--- config.mk ---
export PLATFORM = sky130hd
export DESIGN_NAME = seq_detector_cfg
export DESIGN_NICKNAME = d
export VERILOG_FILES = /design/src/rtl/seq_det_pkg.sv /design/src/rtl/seq_detector_cfg_sat_counter.sv /design/src/rtl/seq_detector_cfg.sv
export SDC_FILE = /design/constraint.sdc
export NUM_CORES = 1
export LEC_CHECK = 0
export ABC_CLOCK_PERIOD_IN_PS = 3100
export CORE_MARGIN = 10
export CORE_UTILIZATION = 53
export CTS_CLUSTER_DIAMETER = 30
export DETAILED_ROUTE_END_ITERATION = 8
export PLACE_DENSITY_LB_ADDON = 0.12
export SLEW_MARGIN = 20
export SYNTH_ARGS = -nofsm -noshare
export SYNTH_HDL_FRONTEND = slang
export SYNTH_SLANG_ARGS = --single-unit
--- constraint.sdc ---
create_clock -name clock -period 3.1 [get_ports clock]
set_clock_uncertainty 0.05 [all_clocks]
set_input_delay 0.31 -clock clock [delete_from_list [all_inputs] [get_ports clock]]
set_output_delay 0.31 -clock clock [all_outputs]
set_load 0.02 [all_outputs]
--- src/rtl/seq_det_pkg.sv ---
// rtl/seq_det_pkg.sv - shared types and parameter ranges for the serial pattern detector
package seq_det_pkg;

  typedef enum logic [1:0] {
    IDLE = 2'd0,
    SCAN = 2'd1,
    HIT  = 2'd2
  } statetype;

  localparam int PAT_W_MIN = 2;
  localparam int PAT_W_MAX = 32;
  localparam int CNT_W_MIN = 1;
  localparam int CNT_W_MAX = 32;

endpackage

--- src/rtl/seq_detector_cfg_sat_counter.sv ---
// rtl/seq_detector_cfg_sat_counter.sv - saturating up-counter with priority clear
module sat_counter #(
  parameter int W = 8
) (
  input  logic         clock,
  input  logic         reset,
  input  logic         clr,
  input  logic         inc,
  output logic [W-1:0] q
);

  logic [W-1:0] r_q;

  // Clear beats increment; the count parks at all-ones once it gets there.
  always_ff @(posedge clock) begin
    if (reset || clr) begin
      r_q <= '0;
    end else if (inc && (r_q != {W{1'b1}})) begin
      r_q <= r_q + W'(1);
    end
  end

  assign q = r_q;

endmodule

--- src/rtl/seq_detector_cfg.sv ---
// rtl/seq_detector_cfg.sv - runtime-programmable serial pattern detector with match counter
module seq_detector_cfg
  import seq_det_pkg::*;
#(
  parameter int PAT_W = 8,
  parameter int CNT_W = 8,
  parameter int LEN_W = $clog2(PAT_W + 1)
) (
  input  logic             clock,
  input  logic             reset,
  input  logic             load,
  input  logic [PAT_W-1:0] pattern_in,
  input  logic [LEN_W-1:0] len_in,
  input  logic             overlap,
  input  logic             in_valid,
  input  logic             in_bit,
  input  logic             clr_count,
  output logic             match,
  output logic [CNT_W-1:0] match_count,
  output logic             armed,
  output logic             cfg_err
);

  statetype         r_state;
  logic [PAT_W-1:0] r_hist;
  logic [LEN_W-1:0] r_fill;
  logic [PAT_W-1:0] r_pattern;
  logic [LEN_W-1:0] r_len;
  logic             r_cfg_err;

  statetype         w_state_n;
  logic [PAT_W-1:0] w_hist_n;
  logic [LEN_W-1:0] w_fill_n;
  logic [PAT_W-1:0] w_pattern_n;
  logic [LEN_W-1:0] w_len_n;
  logic [PAT_W-1:0] w_shift;
  logic [LEN_W-1:0] w_fill_inc;
  logic [PAT_W:0]   w_mask_wide;
  logic [PAT_W-1:0] w_mask;
  logic             w_len_ok;
  logic             w_accept;
  logic             w_match_det;
  logic             w_cfg_err_n;

  // Next-state, history update and masked compare against the loaded pattern.
  always_comb begin
    w_state_n   = r_state;
    w_hist_n    = r_hist;
    w_fill_n    = r_fill;
    w_pattern_n = r_pattern;
    w_len_n     = r_len;
    w_cfg_err_n = 1'b0;

    w_len_ok    = (len_in != '0) && (len_in <= LEN_W'(PAT_W));
    w_accept    = in_valid && (r_state != IDLE) && !load;

    // Candidate values if this cycle's bit is taken; fill never runs past len.
    w_shift     = {r_hist[PAT_W-2:0], in_bit};
    w_fill_inc  = (r_fill >= r_len) ? r_len : (r_fill + LEN_W'(1));

    // Computed one bit wider so len == PAT_W yields an all-ones mask.
    w_mask_wide = ((PAT_W + 1)'(1) << r_len) - (PAT_W + 1)'(1);
    w_mask      = w_mask_wide[PAT_W-1:0];

    w_match_det = w_accept && (w_fill_inc == r_len) &&
                  (((w_shift ^ r_pattern) & w_mask) == '0);

    if (load) begin
      if (w_len_ok) begin
        w_pattern_n = pattern_in;
        w_len_n     = len_in;
        w_hist_n    = '0;
        w_fill_n    = '0;
        w_state_n   = SCAN;
      end else begin
        w_cfg_err_n = 1'b1;
        if (r_state == HIT) w_state_n = SCAN;
      end
    end else if (w_accept) begin
      if (w_match_det) begin
        w_state_n = HIT;
        if (overlap) begin
          w_hist_n = w_shift;
          w_fill_n = w_fill_inc;
        end else begin
          w_hist_n = '0;
          w_fill_n = '0;
        end
      end else begin
        w_state_n = SCAN;
        w_hist_n  = w_shift;
        w_fill_n  = w_fill_inc;
      end
    end else if (r_state == HIT) begin
      w_state_n = SCAN;
    end
  end

  // Register the detector state; reset forgets the pattern so a reload is required.
  always_ff @(posedge clock) begin
    if (reset) begin
      r_state   <= IDLE;
      r_hist    <= '0;
      r_fill    <= '0;
      r_pattern <= '0;
      r_len     <= '0;
      r_cfg_err <= 1'b0;
    end else begin
      r_state   <= w_state_n;
      r_hist    <= w_hist_n;
      r_fill    <= w_fill_n;
      r_pattern <= w_pattern_n;
      r_len     <= w_len_n;
      r_cfg_err <= w_cfg_err_n;
    end
  end

  sat_counter #(.W(CNT_W)) u_count (
    .clock (clock),
    .reset (reset),
    .clr   (clr_count),
    .inc   (w_match_det),
    .q     (match_count)
  );

  assign match   = (r_state == HIT);
  assign armed   = (r_state != IDLE);
  assign cfg_err = r_cfg_err;

endmodule

## Word level (Yosys, flattened, before mapping)

Index checks and enable logic that the tools add are counted.

| operators by class | value |
|---|---|
| shift-type cells | 1 |
| bitwise operators | 3 |
| $lt $le $gt $ge | 2 |
| mux-type cells | 17 |
| reduce and logical (&&, ||, !) cells | 15 |
| equal/unequal tests | 4 |
| add/sub/neg operators | 3 |

Operator list:

| operator | number |
|---|---|
| $mux W7 | 5 |
| $mux W4 | 6 |
| $mux W2 | 5 |
| $add A8 B1 Y8 const B | 1 |
| $and A8 B8 Y8 | 1 |
| $logic_not A8 Y1 | 1 |
| $ne A8 B8 Y1 const B | 1 |
| $shl A1 B4 Y8 const A | 1 |
| $sub A8 B2 Y8 const B | 1 |
| $xor A8 B8 Y8 | 1 |
| $logic_and A1 B1 Y1 | 6 |
| $add A4 B1 Y4 const B | 1 |
| $eq A4 B4 Y1 | 1 |
| $ge A4 B4 Y1 | 1 |
| $le A4 B4 Y1 const B | 1 |
| $reduce_and A2 Y1 | 2 |
| $reduce_bool A2 Y1 | 2 |
| $reduce_bool A4 Y1 | 1 |
| $eq A2 B2 Y1 const B | 1 |
| $ne A2 B1 Y1 const B | 1 |
| $reduce_or A2 Y1 | 1 |
| $logic_not A1 Y1 | 1 |
| $logic_or A1 B1 Y1 | 1 |
| $mux W1 | 1 |
| $not A1 Y1 | 1 |

| word-level totals | value |
|---|---|
| word-level logic and storage cells | 52 |
| output and inout port bits | 11 |
| register bits after elaboration | 34 |
| input bits | 19 |

## Longest topological paths before layout

| depth | value |
|---|---|
| word-level depth | 8 |
| gate-level depth with buffers | 13 |
| mapped depth without buffers | 10 |

## Modules after synthesis

Synthesis repeated with hierarchy kept, for this count alone.

| second synthesis, totals | value |
|---|---|
| cell total of the unflattened synthesis | 209 |
| area total of the unflattened synthesis | 1940.6 um2 |

By module, submodules not included:

| module | cells an instance | times used | area each (um2) | seq. area each (um2) |
|---|---|---|---|---|
| seq_detector_cfg | 161 | 1 | 1519.0 | 520.5 |
| sat_counter | 48 | 1 | 421.7 | 160.2 |

## Worst setup path after synthesis

No wires, ideal clock.

| timing path | value |
|---|---|
| path kind | reg-to-reg |
| start | register r_len[0] |
| end | register u_count.r_q[4], in the netlist u_count.q[4] |
| setup slack | 269 ps |
| required time | 2980 ps |
| path buffers | 2 |
| period minus slack after synthesis | 2831 ps |
| library setup time | 70 ps |
| arrival time | 2711 ps |
| cell stages (with the launch flop) | 12 |
| path through | dfxtp_1 > clkbuf_1 > nor4_1 > inv_1 > ha_1 > o22ai_1 > or4_4 > a211oi_2 > nand3_2 > buf_6 > or4_1 > a21oi_1 |

| on the way | value |
|---|---|
| longest elaborated chain between the ends | 6 |
| elaborated cells between the ends (all ways) | 10 |
| classes of those cells | 1 x add/sub; 1 x order compare; 1 x eq/ne; 1 x shift; 1 x mux; 1 x bitwise; 4 x reduce/logical |

Ends and longest elaborated chain:

| element | RTL line | RTL |
|---|---|---|
| from (decl) | seq_detector_cfg.sv:28 | `logic [LEN_W-1:0] r_len;` |
| from (signal assigned) | seq_detector_cfg.sv:113 | `r_len <= w_len_n;` |
| $shl A1 B4 Y8 or $ge A4 B4 Y1 (tied branches) | seq_detector_cfg.sv:62, seq_detector_cfg.sv:59 |  |
| $sub A8 B2 Y8 or $mux W4 (tied branches) | seq_detector_cfg.sv:62, seq_detector_cfg.sv:59 |  |
| $and A8 B8 Y8 or $eq A4 B4 Y1 (tied branches) | seq_detector_cfg.sv:66, seq_detector_cfg.sv:65 |  |
| $logic_not A8 Y1 or $logic_and A1 B1 Y1 (tied branches) | seq_detector_cfg.sv:66, seq_detector_cfg.sv:65 |  |
| $logic_and A1 B1 Y1 (*) | seq_detector_cfg.sv:65 | `w_match_det = w_accept && (w_fill_inc == r_len) &&` |
| $logic_and A1 B1 Y1 (*) | seq_detector_cfg_sat_counter.sv:18 | `end else if (inc && (r_q != {W{1'b1}})) begin` |
| to (signal assigned) | seq_detector_cfg_sat_counter.sv:19 | `r_q <= r_q + W'(1);` |
| to (decl) | seq_detector_cfg_sat_counter.sv:12 | `logic [W-1:0] r_q;` |

Mark *: on every way between the ends. The rest lies on a longest branch, timed or not.
A chain may end at the register's enable or synchronous reset.

## Worst setup path after layout

| timing path | value |
|---|---|
| start | register r_len[0] |
| end | register r_hist[3] |

| on the way | value |
|---|---|
| longest elaborated chain between the ends | 8 |
| elaborated cells between the ends (all ways) | 12 |
| classes of those cells | 1 x add/sub; 1 x order compare; 1 x eq/ne; 1 x shift; 4 x mux; 1 x bitwise; 3 x reduce/logical |

Ends and longest elaborated chain:

| element | RTL line | RTL |
|---|---|---|
| $shl A1 B4 Y8 or $ge A4 B4 Y1 (tied branches) | seq_detector_cfg.sv:62, seq_detector_cfg.sv:59 |  |
| $sub A8 B2 Y8 or $mux W4 (tied branches) | seq_detector_cfg.sv:62, seq_detector_cfg.sv:59 |  |
| $and A8 B8 Y8 or $eq A4 B4 Y1 (tied branches) | seq_detector_cfg.sv:66, seq_detector_cfg.sv:65 |  |
| $logic_not A8 Y1 or $logic_and A1 B1 Y1 (tied branches) | seq_detector_cfg.sv:66, seq_detector_cfg.sv:65 |  |
| $logic_and A1 B1 Y1 (*) | seq_detector_cfg.sv:65 |  |
| $mux W7 (*) | seq_detector_cfg.sv:80 | `if (w_match_det) begin` |
| $mux W7 (*) | seq_detector_cfg.sv:79 | `end else if (w_accept) begin` |
| $mux W7 (*) | seq_detector_cfg.sv:68 | `if (load) begin` |
| to (signal assigned) | seq_detector_cfg.sv:110 | `r_hist <= w_hist_n;` |
| to (decl) | seq_detector_cfg.sv:25 | `logic [PAT_W-1:0] r_hist;` |

Mark *: on every way between the ends. The rest lies on a longest branch, timed or not. The select of a mux whose other input is x is not followed.

==> flow_metrics.env <==
export IMPL_design_area_um2=2240
export IMPL_grt_pass1_vias=1633
export IMPL_fin_crit_sh_pct=93.7
export IMPL_p_total_uw=949
export IMPL_die_h_um=78.9
export IMPL_drc_errors=0
export IMPL_synth_common_cells="dfxtp_1, nor2_1, nand2_1"
export IMPL_final_core_util_pct=67.1
export IMPL_final_cells=282
export IMPL_gr_usage_met3_pct=4.84
export IMPL_peakVddDrop_uv=354
export IMPL_die_area_um2=6230
export IMPL_num_antenna_cells=0
export IMPL_yosysMostFrequentCell="dfxtp_1"
export IMPL_ys_flop_type="dfxtp_1"
export IMPL_yosysTopAreaCell="dfxtp_1"
export IMPL_grt_overflow=0
export IMPL_grt_pass1_wl_mm=7.33
export IMPL_grt_busiest_layer="met2"
export IMPL_min_period_ns=2.91
export IMPL_area_delta_synth_final_pct=21.6
export IMPL_gp_congestion=0.811
export IMPL_worstMarginPinSlew_ns=0.669
export IMPL_setup_viol=0
export IMPL_ant_nets=0
export IMPL_cts_resized=0
export IMPL_path_cells="nor4_1, inv_1, ha_1, o22ai_1, or4_4, a211oi_2, nand3_2, o211a_1, a22o_1"
export IMPL_io_pins=30
export IMPL_leakage_nw=0.929
export IMPL_syn_avg_cell_area_um2=8.89
export IMPL_async_flop_share_pct=0
export IMPL_start_util_pct=55.2
export IMPL_grt_max_degree=21
export IMPL_num_rows=21
export IMPL_fin_setup_tns_ns=0
export IMPL_status="complete, no violations"
export IMPL_io_buffers=29
export IMPL_synthesis_instances=207
export IMPL_drtIter0Drc=135
export IMPL_slew_headroom_pct=55.2
export IMPL_clock_sinks=34
export IMPL_slew_viol_final=0
export IMPL_die_w_um=78.9
export IMPL_worst_path_largest_cell_delay_ns=0.42
export IMPL_num_vias=1579
export IMPL_fin_nets=262
export IMPL_hold_path_class="reg -> reg"
export IMPL_wirelength_mm=4.22
export IMPL_yosysTopAreaCellShare_pct=37.0
export IMPL_startpoint_type="register"
export IMPL_first_pass_iters=4
export IMPL_ctsHoldBuffers=0
export IMPL_reg2reg_slack_ns=0.19
export IMPL_design_core_area_um2=3340
export IMPL_synth_edf_count=0
export IMPL_cp_slowest_cell="or4_4"
export IMPL_drive_gt1_share_pct=8.47
export IMPL_cts_setup_buffers=0
export IMPL_root_buffer="clkbuf_4"
export IMPL_maxCapViolCount=0
export IMPL_rsz0062_at_grt="false"
export IMPL_timing_fmax_ghz=0.344
export IMPL_htree_levels=2
export IMPL_syn_area_um2=1840
export IMPL_ys_seq_elements=34
export IMPL_power_density_nw_per_um2=424
export IMPL_clk_latency_ns=0.34
export IMPL_yosysUniqueCellTypes=44
export IMPL_cp_arrival_ns=3.09
export IMPL_yosysSeqAreaShare_pct=37.0
export IMPL_path_class="reg -> reg"
export IMPL_placed_cells=275
export IMPL_clkTransAtPathRegs_ns=0.10
export IMPL_grt_util_met1_pct=16.7
export IMPL_syn_num_nets=233
export IMPL_grt_usage_pct=14.2
export IMPL_finalHoldViolCount=0
export IMPL_met2_usage_pct=23.7
export IMPL_cts_buffer_depth=2
export IMPL_setup_worst_path_end_class="register"
export IMPL_cts_made_buffers=5
export IMPL_synthTopCellsByArea="dfxtp_1, mux2i_1, a22o_1, xnor2_1, ha_1"
export IMPL_path_max_fanout=13
export IMPL_cts_tree="yes"
export IMPL_via_per_inst=5.60
export IMPL_required_ns=3.28
export IMPL_dpl_hpwl_mm=3.29
export IMPL_yosysWarningCount=0
export IMPL_routedWlPerCell_um=15.0
export IMPL_placed_cell_area_um2=2160
export IMPL_antenna_found_initial=0
[cell families after synthesis]
family / count (synthesis) / share of synthesized area (%)
xor gates and xnor gates: 17 / 8.09
and+or+nand+nor: 70 / 19.6
DFF: 34 / 37.0
AOI/OAI and AO/OA: 46 / 18.1
adders and majority gates: 7 / 4.76
muxes: 13 / 7.07
buffers and inverters: 20 / 5.37
[worst max-delay path, delay by kind of cell, from the launching register on]
family	cells	cell delay (ns)
AO/OA/AOI/OAI	4	1.04
AND/OR/NAND/NOR	3	1.03
flip-flops	1	0.32
adder cells (fa/ha/maj)	1	0.29
buffers and inverters	1	0.09
[report_power, final]
part / internal (mW) / leakage [nW] / total [mW] / switching, mW
combinational: 0.0784 / 0.609 / 0.160 / 0.0813
clock: 0.188 / 0.0443 / 0.333 / 0.145
sequential: 0.449 / 0.276 / 0.457 / 0.00871
[cell type report]
| cell class | count | area (um2) |
|---|---|---|
| repair buffers | 34 | 328 |
| clock buffers | 6 | 51.3 |
| fillers | 290 | 1100 |
| multi-input cells | 153 | 1060 |
| inverters | 8 | 30.0 |
| well taps | 46 | 57.6 |
| flip-flops and latches | 34 | 681 |
| clock inverters | 1 | 30.0 |
[flip-flops by register name, summed over array words and instances (netlist names)]
register,flops
u_count.q,8
r_hist,7
r_fill,4
r_pattern,8
cfg_err,1
r_state,2
r_len,4
[metal layers]
layer  wire length [um]  part of all wire, %
met1               1900                   45
met2               2030                   48
met3                241                  5.7
met4                 48                  1.1
met5                  0                    0
[cell usage in the layout (no fill, tap or decap), types with 2 or more instances in the layout]
cell	instances
nor2b_1	2
clkdlybuf4s50_1	29
a22o_1	12
clkbuf_4	5
buf_4	5
xor2_1	5
nor2_1	23
dfxtp_1	34
xnor2_1	12
nand2b_1	2
o31ai_1	4
o21ai_0	4
mux2i_1	13
or4_1	3
a211oi_1	2
and2_1	2
a21oi_1	12
and3_1	3
nand2_1	15
o22ai_1	3
a21o_1	2
inv_1	7
ha_1	7
o211a_1	2
nor4_1	2
nor3_1	3
nand3_1	5
[stage by stage]
| stage | setup WS [ns] | hold WS (ns) |
|---|---|---|
| final | 0.195 | 0.450 |
| after global routing | 0.00603 | 0.472 |
| after CTS | 0.198 | 0.448 |
| after detailed placement | 0.217 | 0.429 |
| after global placement | 0.292 | 0.437 |
| after floorplan | 0.269 | 0.393 |
[final timing paths]
path / from / endpoint / depth (start not counted)
worst max-delay path: r_len[0]$_SDFFE_PP0P_ / r_hist[3]$_SDFFE_PP0P_ / 9
worst min-delay path: r_state[1]$_SDFF_PP0_ / r_state[1]$_SDFF_PP0_ / 2
worst max register to register: r_len[0]$_SDFFE_PP0P_ / r_hist[3]$_SDFFE_PP0P_ / 9
worst min register to register: r_state[1]$_SDFF_PP0_ / r_state[1]$_SDFF_PP0_ / 2
Power figures use the tool's default switching activity.
